$ cat src/rtl/cellrv32_icache_memory.sv
// Instruction-cache storage array: tag, valid, data and per-word error-status memories per way,
// plus a one-bit-per-line LRU history used when the cache is 2-way set associative.
//
// Ports:
//   clk_i, rst_i          clock (rising edge), synchronous active-high reset
//   invalidate_i          clear every valid bit (and the LRU history) in one cycle
//   host_addr_i/host_re_i host read address and read enable (read enable drives the LRU update)
//   host_rdata_o/_rstat_o word and stored error status, one cycle after the address
//   hit_o                 hit for the address presented in the previous cycle
//   ctrl_en_i             control port owns the array (refill in progress)
//   ctrl_addr_i           control access address
//   ctrl_we_i/_wdata_i/_wstat_i  write data word and its status into the replacement way
//   ctrl_tag_we_i         write the tag of ctrl_addr_i into the replacement way
//   ctrl_valid_i/_invalid_i      set/clear the valid bit of the selected line
module cellrv32_icache_memory #(
  parameter int unsigned ICACHE_NUM_BLOCKS = 4,
  parameter int unsigned ICACHE_BLOCK_SIZE = 64,
  parameter int unsigned ICACHE_NUM_SETS   = 1
) (
  input  logic        clk_i,
  input  logic        rst_i,
  input  logic        invalidate_i,
  input  logic [31:0] host_addr_i,
  input  logic        host_re_i,
  output logic [31:0] host_rdata_o,
  output logic        host_rstat_o,
  output logic        hit_o,
  input  logic        ctrl_en_i,
  input  logic [31:0] ctrl_addr_i,
  input  logic        ctrl_we_i,
  input  logic [31:0] ctrl_wdata_i,
  input  logic        ctrl_wstat_i,
  input  logic        ctrl_tag_we_i,
  input  logic        ctrl_valid_i,
  input  logic        ctrl_invalid_i
);

  localparam int unsigned Lines  = ICACHE_NUM_BLOCKS / ICACHE_NUM_SETS;
  localparam int unsigned Words  = ICACHE_BLOCK_SIZE / 4;
  localparam int unsigned OffW   = $clog2(Words);
  localparam int unsigned IdxW   = $clog2(Lines);
  localparam int unsigned TagW   = 32 - 2 - OffW - IdxW;
  localparam int unsigned IdxWs  = (IdxW == 0) ? 1 : IdxW;
  localparam int unsigned Depth  = Lines * Words;
  localparam int unsigned WAddrW = (IdxW + OffW == 0) ? 1 : IdxW + OffW;

  if ((ICACHE_NUM_SETS != 1 && ICACHE_NUM_SETS != 2) ||
      (ICACHE_NUM_BLOCKS == 0) || ((ICACHE_NUM_BLOCKS & (ICACHE_NUM_BLOCKS - 1)) != 0) ||
      (ICACHE_NUM_BLOCKS < ICACHE_NUM_SETS) ||
      (ICACHE_BLOCK_SIZE < 4) || ((ICACHE_BLOCK_SIZE & (ICACHE_BLOCK_SIZE - 1)) != 0))
  begin : g_param_err
    $error("cellrv32_icache_memory: unsupported parameter combination");
  end

  // Shift-and-mask extraction keeps zero-width index/offset fields legal.
  function automatic logic [IdxWs-1:0] get_idx(input logic [31:0] a);
    logic [31:0] t;
    t = (a >> (2 + OffW)) & 32'(Lines - 1);
    return t[IdxWs-1:0];
  endfunction

  function automatic logic [WAddrW-1:0] get_waddr(input logic [31:0] a);
    logic [31:0] t;
    t = (a >> 2) & 32'(Depth - 1);
    return t[WAddrW-1:0];
  endfunction

  function automatic logic [TagW-1:0] get_tag(input logic [31:0] a);
    logic [31:0] t;
    t = a >> (2 + OffW + IdxW);
    return t[TagW-1:0];
  endfunction

  logic [31:0]                rd_addr;
  logic [31:0]                acc_addr_q;
  logic                       ctrl_en_q;
  logic                       host_re_q;
  logic [ICACHE_NUM_SETS-1:0] valid_q [Lines];
  logic [ICACHE_NUM_SETS-1:0] rd_valid_q;
  logic [Lines-1:0]           lru_q;  // most-recently-used way per line
  logic [1:0]                 c_valid2;
  logic                       way_sel;
  logic [ICACHE_NUM_SETS-1:0] way_hit;
  logic [1:0]                 hit2;
  logic                       hit_way;
  logic [31:0]                way_data [ICACHE_NUM_SETS];
  logic                       way_stat [ICACHE_NUM_SETS];

  logic [IdxWs-1:0]  c_idx, r_idx, a_idx;
  logic [WAddrW-1:0] c_waddr, r_waddr;
  logic [TagW-1:0]   c_tag, a_tag;

  assign rd_addr = ctrl_en_i ? ctrl_addr_i : host_addr_i;
  assign c_idx   = get_idx(ctrl_addr_i);
  assign c_waddr = get_waddr(ctrl_addr_i);
  assign c_tag   = get_tag(ctrl_addr_i);
  assign r_idx   = get_idx(rd_addr);
  assign r_waddr = get_waddr(rd_addr);
  assign a_idx   = get_idx(acc_addr_q);
  assign a_tag   = get_tag(acc_addr_q);

  // Replacement way: first invalid way, else the way that is not most-recently-used. Valid and
  // LRU only change at refill end, so the choice is stable across a whole refill.
  always_comb begin
    c_valid2 = 2'(valid_q[c_idx]);
    way_sel  = 1'b0;
    if (ICACHE_NUM_SETS == 2) begin
      if (!c_valid2[0]) begin
        way_sel = 1'b0;
      end else if (!c_valid2[1]) begin
        way_sel = 1'b1;
      end else begin
        way_sel = ~lru_q[c_idx];
      end
    end
  end

  for (genvar s = 0; s < ICACHE_NUM_SETS; s++) begin : g_way
    logic [TagW-1:0] tag_mem  [Lines];
    logic [31:0]     data_mem [Depth];
    logic            stat_mem [Depth];
    logic [TagW-1:0] tag_q;
    logic [31:0]     data_q;
    logic            stat_q;
    logic            sel;

    assign sel = (way_sel == 1'(s));

    always_ff @(posedge clk_i) begin
      if (ctrl_en_i && sel) begin
        if (ctrl_we_i) begin
          data_mem[c_waddr] <= ctrl_wdata_i;
          stat_mem[c_waddr] <= ctrl_wstat_i;
        end
        if (ctrl_tag_we_i) begin
          tag_mem[c_idx] <= c_tag;
        end
      end
    end

    always_ff @(posedge clk_i) begin
      if (rst_i) begin
        tag_q  <= '0;
        data_q <= '0;
        stat_q <= 1'b0;
      end else begin
        tag_q  <= tag_mem[r_idx];
        data_q <= data_mem[r_waddr];
        stat_q <= stat_mem[r_waddr];
      end
    end

    assign way_hit[s]  = rd_valid_q[s] && (tag_q == a_tag);
    assign way_data[s] = data_q;
    assign way_stat[s] = stat_q;
  end

  assign hit2    = 2'(way_hit);
  assign hit_way = hit2[1] & ~hit2[0];
  assign hit_o   = (|way_hit) & ~ctrl_en_q;

  always_comb begin
    host_rdata_o = way_data[0];
    host_rstat_o = way_stat[0];
    if (ICACHE_NUM_SETS == 2 && hit_way) begin
      host_rdata_o = way_data[ICACHE_NUM_SETS-1];
      host_rstat_o = way_stat[ICACHE_NUM_SETS-1];
    end
  end

  always_ff @(posedge clk_i) begin
    if (rst_i) begin
      acc_addr_q <= '0;
      ctrl_en_q  <= 1'b0;
      host_re_q  <= 1'b0;
      rd_valid_q <= '0;
    end else begin
      acc_addr_q <= rd_addr;
      ctrl_en_q  <= ctrl_en_i;
      host_re_q  <= host_re_i;
      rd_valid_q <= valid_q[r_idx];
    end
  end

  always_ff @(posedge clk_i) begin
    if (rst_i || invalidate_i) begin
      for (int unsigned l = 0; l < Lines; l++) begin
        valid_q[l] <= '0;
      end
      lru_q <= '0;
    end else begin
      if (ICACHE_NUM_SETS == 2 && host_re_q && hit_o) begin
        lru_q[a_idx] <= hit_way;
      end
      // Later assignments win, so a control update overrides the host LRU update.
      if (ctrl_en_i) begin
        for (int unsigned s = 0; s < ICACHE_NUM_SETS; s++) begin
          if (way_sel == 1'(s)) begin
            if (ctrl_invalid_i) begin
              valid_q[c_idx][s] <= 1'b0;
            end else if (ctrl_valid_i) begin
              valid_q[c_idx][s] <= 1'b1;
            end
          end
        end
        if (ICACHE_NUM_SETS == 2 && !ctrl_invalid_i && ctrl_valid_i) begin
          lru_q[c_idx] <= way_sel;
        end
      end
    end
  end

endmodule

$ cat config.mk
export PLATFORM = sky130hd
export DESIGN_NAME = cellrv32_icache_memory
export DESIGN_NICKNAME = d
export VERILOG_FILES = /design/src/rtl/cellrv32_icache_memory.sv
export SDC_FILE = /design/constraint.sdc
export NUM_CORES = 2
export LEC_CHECK = 0
export ABC_AREA = 1
export CAP_MARGIN = 15
export CORE_AREA = 3 3 455 457
export DETAILED_ROUTE_END_ITERATION = 12
export DIE_AREA = 0 0 458 460
export HOLD_SLACK_MARGIN = 0.12
export SYNTH_ARGS = -nofsm -noshare
export SYNTH_HDL_FRONTEND = slang
export SYNTH_SLANG_ARGS = --single-unit
$ cat constraint.sdc
create_clock -name clk_i -period 4.1 [get_ports clk_i]
set_clock_uncertainty 0.1 [all_clocks]
set_input_delay 0.615 -clock clk_i [delete_from_list [all_inputs] [get_ports clk_i]]
set_output_delay 0.615 -clock clk_i [all_outputs]
set_load 0.01 [all_outputs]
# ---- After elaboration in Yosys (flattened, before gate mapping)
# Memories as Yosys holds them, arrays and structs flattened. A register that Yosys moved wholly into a read port is not among the register bits.
# Index checks and enable logic that the tools add are counted.
dict set report totals {
  regBits 33
  latch_bits 0
  ramBits 2212
  romBits 0
  in_bits 106
  output_inout_bits 34
  wordCells 35
  n_memories 4
}
# memory words word_bits read_ports rd_ports_with_merged_regs wr line_no
set mem_list {}
lappend mem_list {{g_way[0].data_mem} 64 32 1 1 1 120} ;# logic [31:0] data_mem [Depth];
lappend mem_list {{g_way[0].tag_mem} 4 24 1 1 1 119} ;# logic [TagW-1:0] tag_mem [Lines];
lappend mem_list {{g_way[0].stat_mem} 64 1 1 1 1 121} ;# logic stat_mem [Depth];
lappend mem_list {valid_q 4 1 1 1 4 78} ;# logic [ICACHE_NUM_SETS-1:0] valid_q [Lines];
dict set report op_classes {
  n_addsub 0
  mul 0
  div 0
  magnitude_cmp 0
  eq_ne 1
  shifts 0
  mux 22
  bitwise 3
  n_reduce_logical 3
}
# cell count
set ops {}
lappend ops {{$mux 32} 1}
lappend ops {{$eq 24x24->1} 1}
lappend ops {{$mux 1} 20}
lappend ops {{$mux 2} 1}
lappend ops {{$and 1x1->1} 1}
lappend ops {{$logic_and 1x1->1} 1}
lappend ops {{$logic_or 1x1->1} 1}
lappend ops {{$not 1->1} 1}
lappend ops {{$or 1x1->1} 1}
lappend ops {{$reduce_or 1->1} 1}

# ---- Longest topological paths before layout
dict set report logic_depth {
  depth_word 8
  mapped_depth 15
  mapped_depth_nobuf 11
}

# ---- Least setup slack after synthesis
# OpenSTA, ideal clock, no wires.
dict set report synth_path {
  path_kind {input-to-reg}
  from {input port ctrl_en_i}
  to {memory g_way[0].data_mem[24][0] (enable)}
  setup_ns 0.423
  arrival_time_ns 2.765
  t_required_ns 3.577
  slack_ns 0.812
  cell_stages 6
  path_buffers 2
  path_cell_list {buf_6 > buf_2 > nand2_1 > clkinv_1 > nand3_1 > nor2_1}
}
dict set report synth_between {
  elab_chain_cells 2
}
# element line_no
set synth_rtl {}
lappend synth_rtl {{from (decl)} 28} ;# input logic ctrl_en_i,
lappend synth_rtl {{$mux 1} 130} ;# if (ctrl_en_i && sel) begin
lappend synth_rtl {{$mux 1 (not written as such)} 132} ;# data_mem[c_waddr] <= ctrl_wdata_i;
lappend synth_rtl {{to (decl)} 120}
# No other way between the ends.

# ---- Worst setup path in the final report
dict set report layout_path {
  from {register acc_addr_q[23]}
  to {output port hit_o}
}
dict set report layout_between {
  elab_chain_cells 3
}
# element line_no
set layout_rtl {}
lappend layout_rtl {{from (decl)} 75} ;# logic [31:0] acc_addr_q;
lappend layout_rtl {{from (signal assigned)} 178} ;# acc_addr_q <= rd_addr;
lappend layout_rtl {{$eq 24x24->1} 153} ;# assign way_hit[s] = rd_valid_q[s] && (tag_q == a_tag);
lappend layout_rtl {{$logic_and 1x1->1} 153}
lappend layout_rtl {{$and 1x1->1} 160} ;# assign hit_o = (|way_hit) & ~ctrl_en_q;
lappend layout_rtl {{to (decl)} 27} ;# output logic hit_o,
# No other way between the ends.

==> flow_summary.toml <==
[outcome]
outcome = "completed"

[floorplanning]
ios = 140
rows = 166
coreArea_sq_mm = 0.2040
start_util_pct = 44.77
die_w_um = 458
design.die.area_sq_mm = 0.2107
fp.dieH_um = 460

[power_and_ir_drop]
power.density_mw_per_mm2 = 479.6
leakagePower_nw = 36.15
total_power_mw = 50.39
ir_drop_v = 0.0004970

[synth]
synth_edf_count = 2212
synth-main-ff-cell = "edfxtp_1"
syn_avg_cell_area_sq_um = 12.08
synth_area_leaders = "edfxtp_1 (73%), nand3_1 (11%), nand2_1 (7.9%)"
ys_types = 31
yosys_warnings = 0
ys_async_sr_fraction_pct = 0
syn-num-nets = 7666
synth_top_area_cell = "edfxtp_1"
ys_top_cells_by_count = "edfxtp_1 (2212), nand3_1 (2082), nand2_1 (1914)"
ys_seq_area_share_pct = 74.57
synth_top_area_share_pct = 72.75
synth_cells = 7560
synth_area_sq_mm = 0.09131
synth_most_common_cell = "edfxtp_1"
synth_seq_cells = 2295

[clocking]
cts_buffers = 226
htree_levels = 4
cts_root_buf = "clkbuf_16"
ctsResizeCount = 0
cts_tree = "done"
clockBufferDepth = 3
cts_sinks = 2295
clk_latency_ps = 870
path_clk_slew_ps = 60

[critical_path]
critical_path_peak_fanout = 2
worst_setup_path_start_kind = "flip-flop"
arrival_ps = 2550
r2r-start = "g_way[0].data_mem[22][19]$_DFFE_PP_"
reg2reg_depth = 8
crit_type = "reg -> out"
cp_data_required_time_ps = 3380
critical_path.startpoint = "acc_addr_q[23]$_SDFF_PP0_"
end_kind = "output pin"

[sta]
timing.fmax_mhz = 306.5
setup_ws_ps = 837.3
max-slew-margin-rel_pct = 17.62
min_period_ps = 3263
period_share_pct = 79.58
drv_slew = 0
finalSetupTns_ps = 0
setup_viol = 0
hold_viol = 0
rsz0062_at_grt = "no"
worst_slew_pin_slew_ps = 1236

[hold_path]
min_path_type = "in -> reg"
hold_start = "ctrl_wdata_i[5]"
whs_path_depth = 1

[cells_and_area]
nets = 7825
synthToLayoutAreaGrowth_pct = 15.07
final_layout_size_suffix_gt1_share_pct = 9.307
finalCoreUtilization_pct = 51.51
final_cells = 10610

[placement]
dp_slack_ps = 397.0
hpwl_um = 146800
gp_congestion = 0.8409
port_buffers = 134
dp.cells = 10170

[route]
num_vias = 61240
route.detailed.drc = 0
drt-initial-drc-count = 7507
viasPerCell = 5.774
drtAntennaViolNets = 0
wirelength_um = 274200
routedWlPerCell_um = 25.86
dr.pass1.iters = 6

[grt]
track_usage_pct = 25.68
first_global_vias = 58020
antenna_found_initial = 21
grt_max_degree = 116
gr-total-overflow = 0
grt_pass1_wl_um = 398200

[flow_run]
drv_cap = 0
-- registers in the layout, summed over array words and instances, names as in the netlist --
name	cells
valid_q	4
host_rstat_o	1
g_way.data_mem	2048
acc_addr_q	24
g_way.tag_mem	96
g_way.tag_q	24
rd_valid_q	1
host_rdata_o	32
g_way.stat_mem	64
ctrl_en_q	1
-- cell type report --
cell class | count | area [sq um]
timing repair buffer | 442 | 4915
sequential | 2295 | 68090
tap | 2688 | 3363
multi-input combinational | 4708 | 21320
fill | 17280 | 98900
antenna | 10 | 25.02
clock buffer | 308 | 6271
clock inverter | 109 | 890.9
inverter | 46 | 195.2
-- critical path, stage by stage, from the launching register on --
cell             delay (ps)
dfxtp_1                 310
or2_2                   280
a221oi_1                310
nand3_1                 120
nor2_1                  120
clkdlybuf4s50_1         550
-- placed cells by master (no fill, tap or decap), types with 4 or more instances in the layout --
master           Yosys  layout
dlygate4sd3_1        0       4
nor2_4               0      64
or2_2                4       4
inv_6                0       7
o21ai_4              0       4
nor2_2               0       4
clkinv_2             0      28
dfxtp_1             83      83
edfxtp_1          2212    2212
clkinv_16            0       5
a22o_1               4       4
a21oi_1             59      59
bufinv_16            0       9
nand3_1           2082    2082
clkdlybuf4s50_1      0     100
clkinvlp_4           0       5
nand2_1           1914    1914
o21ai_1             63      60
clkinv_1             1      53
diode_2              0      10
o21ai_0            119     119
clkbuf_16            0     232
buf_2              227      34
inv_1               40      37
inv_2                5       4
o22ai_1              5       5
clkbuf_8             0      18
nor2_1             425     357
xor2_1               4       4
buf_4               24     191
buf_12               0     112
nor3_1               9       9
clkbuf_1           206      58
nand2_8              0       5
-- through the flow --
step	instance area, sq um	hold WS [ps]
floorplan	91310	406.1
global placement	97730	420.9
detailed placement	97750	424.6
CTS	104900	122.7
global route	105100	170.5
finish	105100	188.5
-- logic make-up (layout without fill, tap and decap cells) --
family	after synthesis	in the layout	synth area share (%)
buffers and inverters	557	905	2.724
AND/OR/NAND/NOR	4446	4446	21.20
XOR/XNOR	6	6	0.05755
other	0	10	0
AO/OA/AOI/OAI	256	256	1.446
flip-flops	2295	2295	74.57
-- power by group --
part           total (mW)  switching (mW)  internal (mW)
logic                4.40            3.12           1.28
clock network        20.0            8.78           11.2
registers            26.0          0.0799           25.9
total                50.4            12.0           38.4
-- metal layers --
layer | track usage (%) | part of all wire [%]
met5 | 0.04592 | 0.020
met4 | 10.15 | 4.0
met3 | 4.958 | 9.2
met2 | 40.11 | 46
met1 | 35.61 | 41
-- final timing paths --
| kind | endpoint | slack (ps) |
|---|---|---|
| hold reg to reg | g_way[0].tag_q[11]$_SDFF_PP0_ | 430 |
| hold / removal | g_way[0].data_mem[56][5]$_DFFE_PP_ | 190 |
| setup reg to reg | host_rdata_o[19]$_SDFF_PP0_ | 2320 |
| setup / recovery | hit_o | 840 |
-- timing repair --
item	CTS	global route
endpoints found under the hold margin	45	23
setup endpoints to repair	0	0
setup buffers	0	0
hold buffers	2	2
No activity file was read; power rests on OpenSTA's default activity.
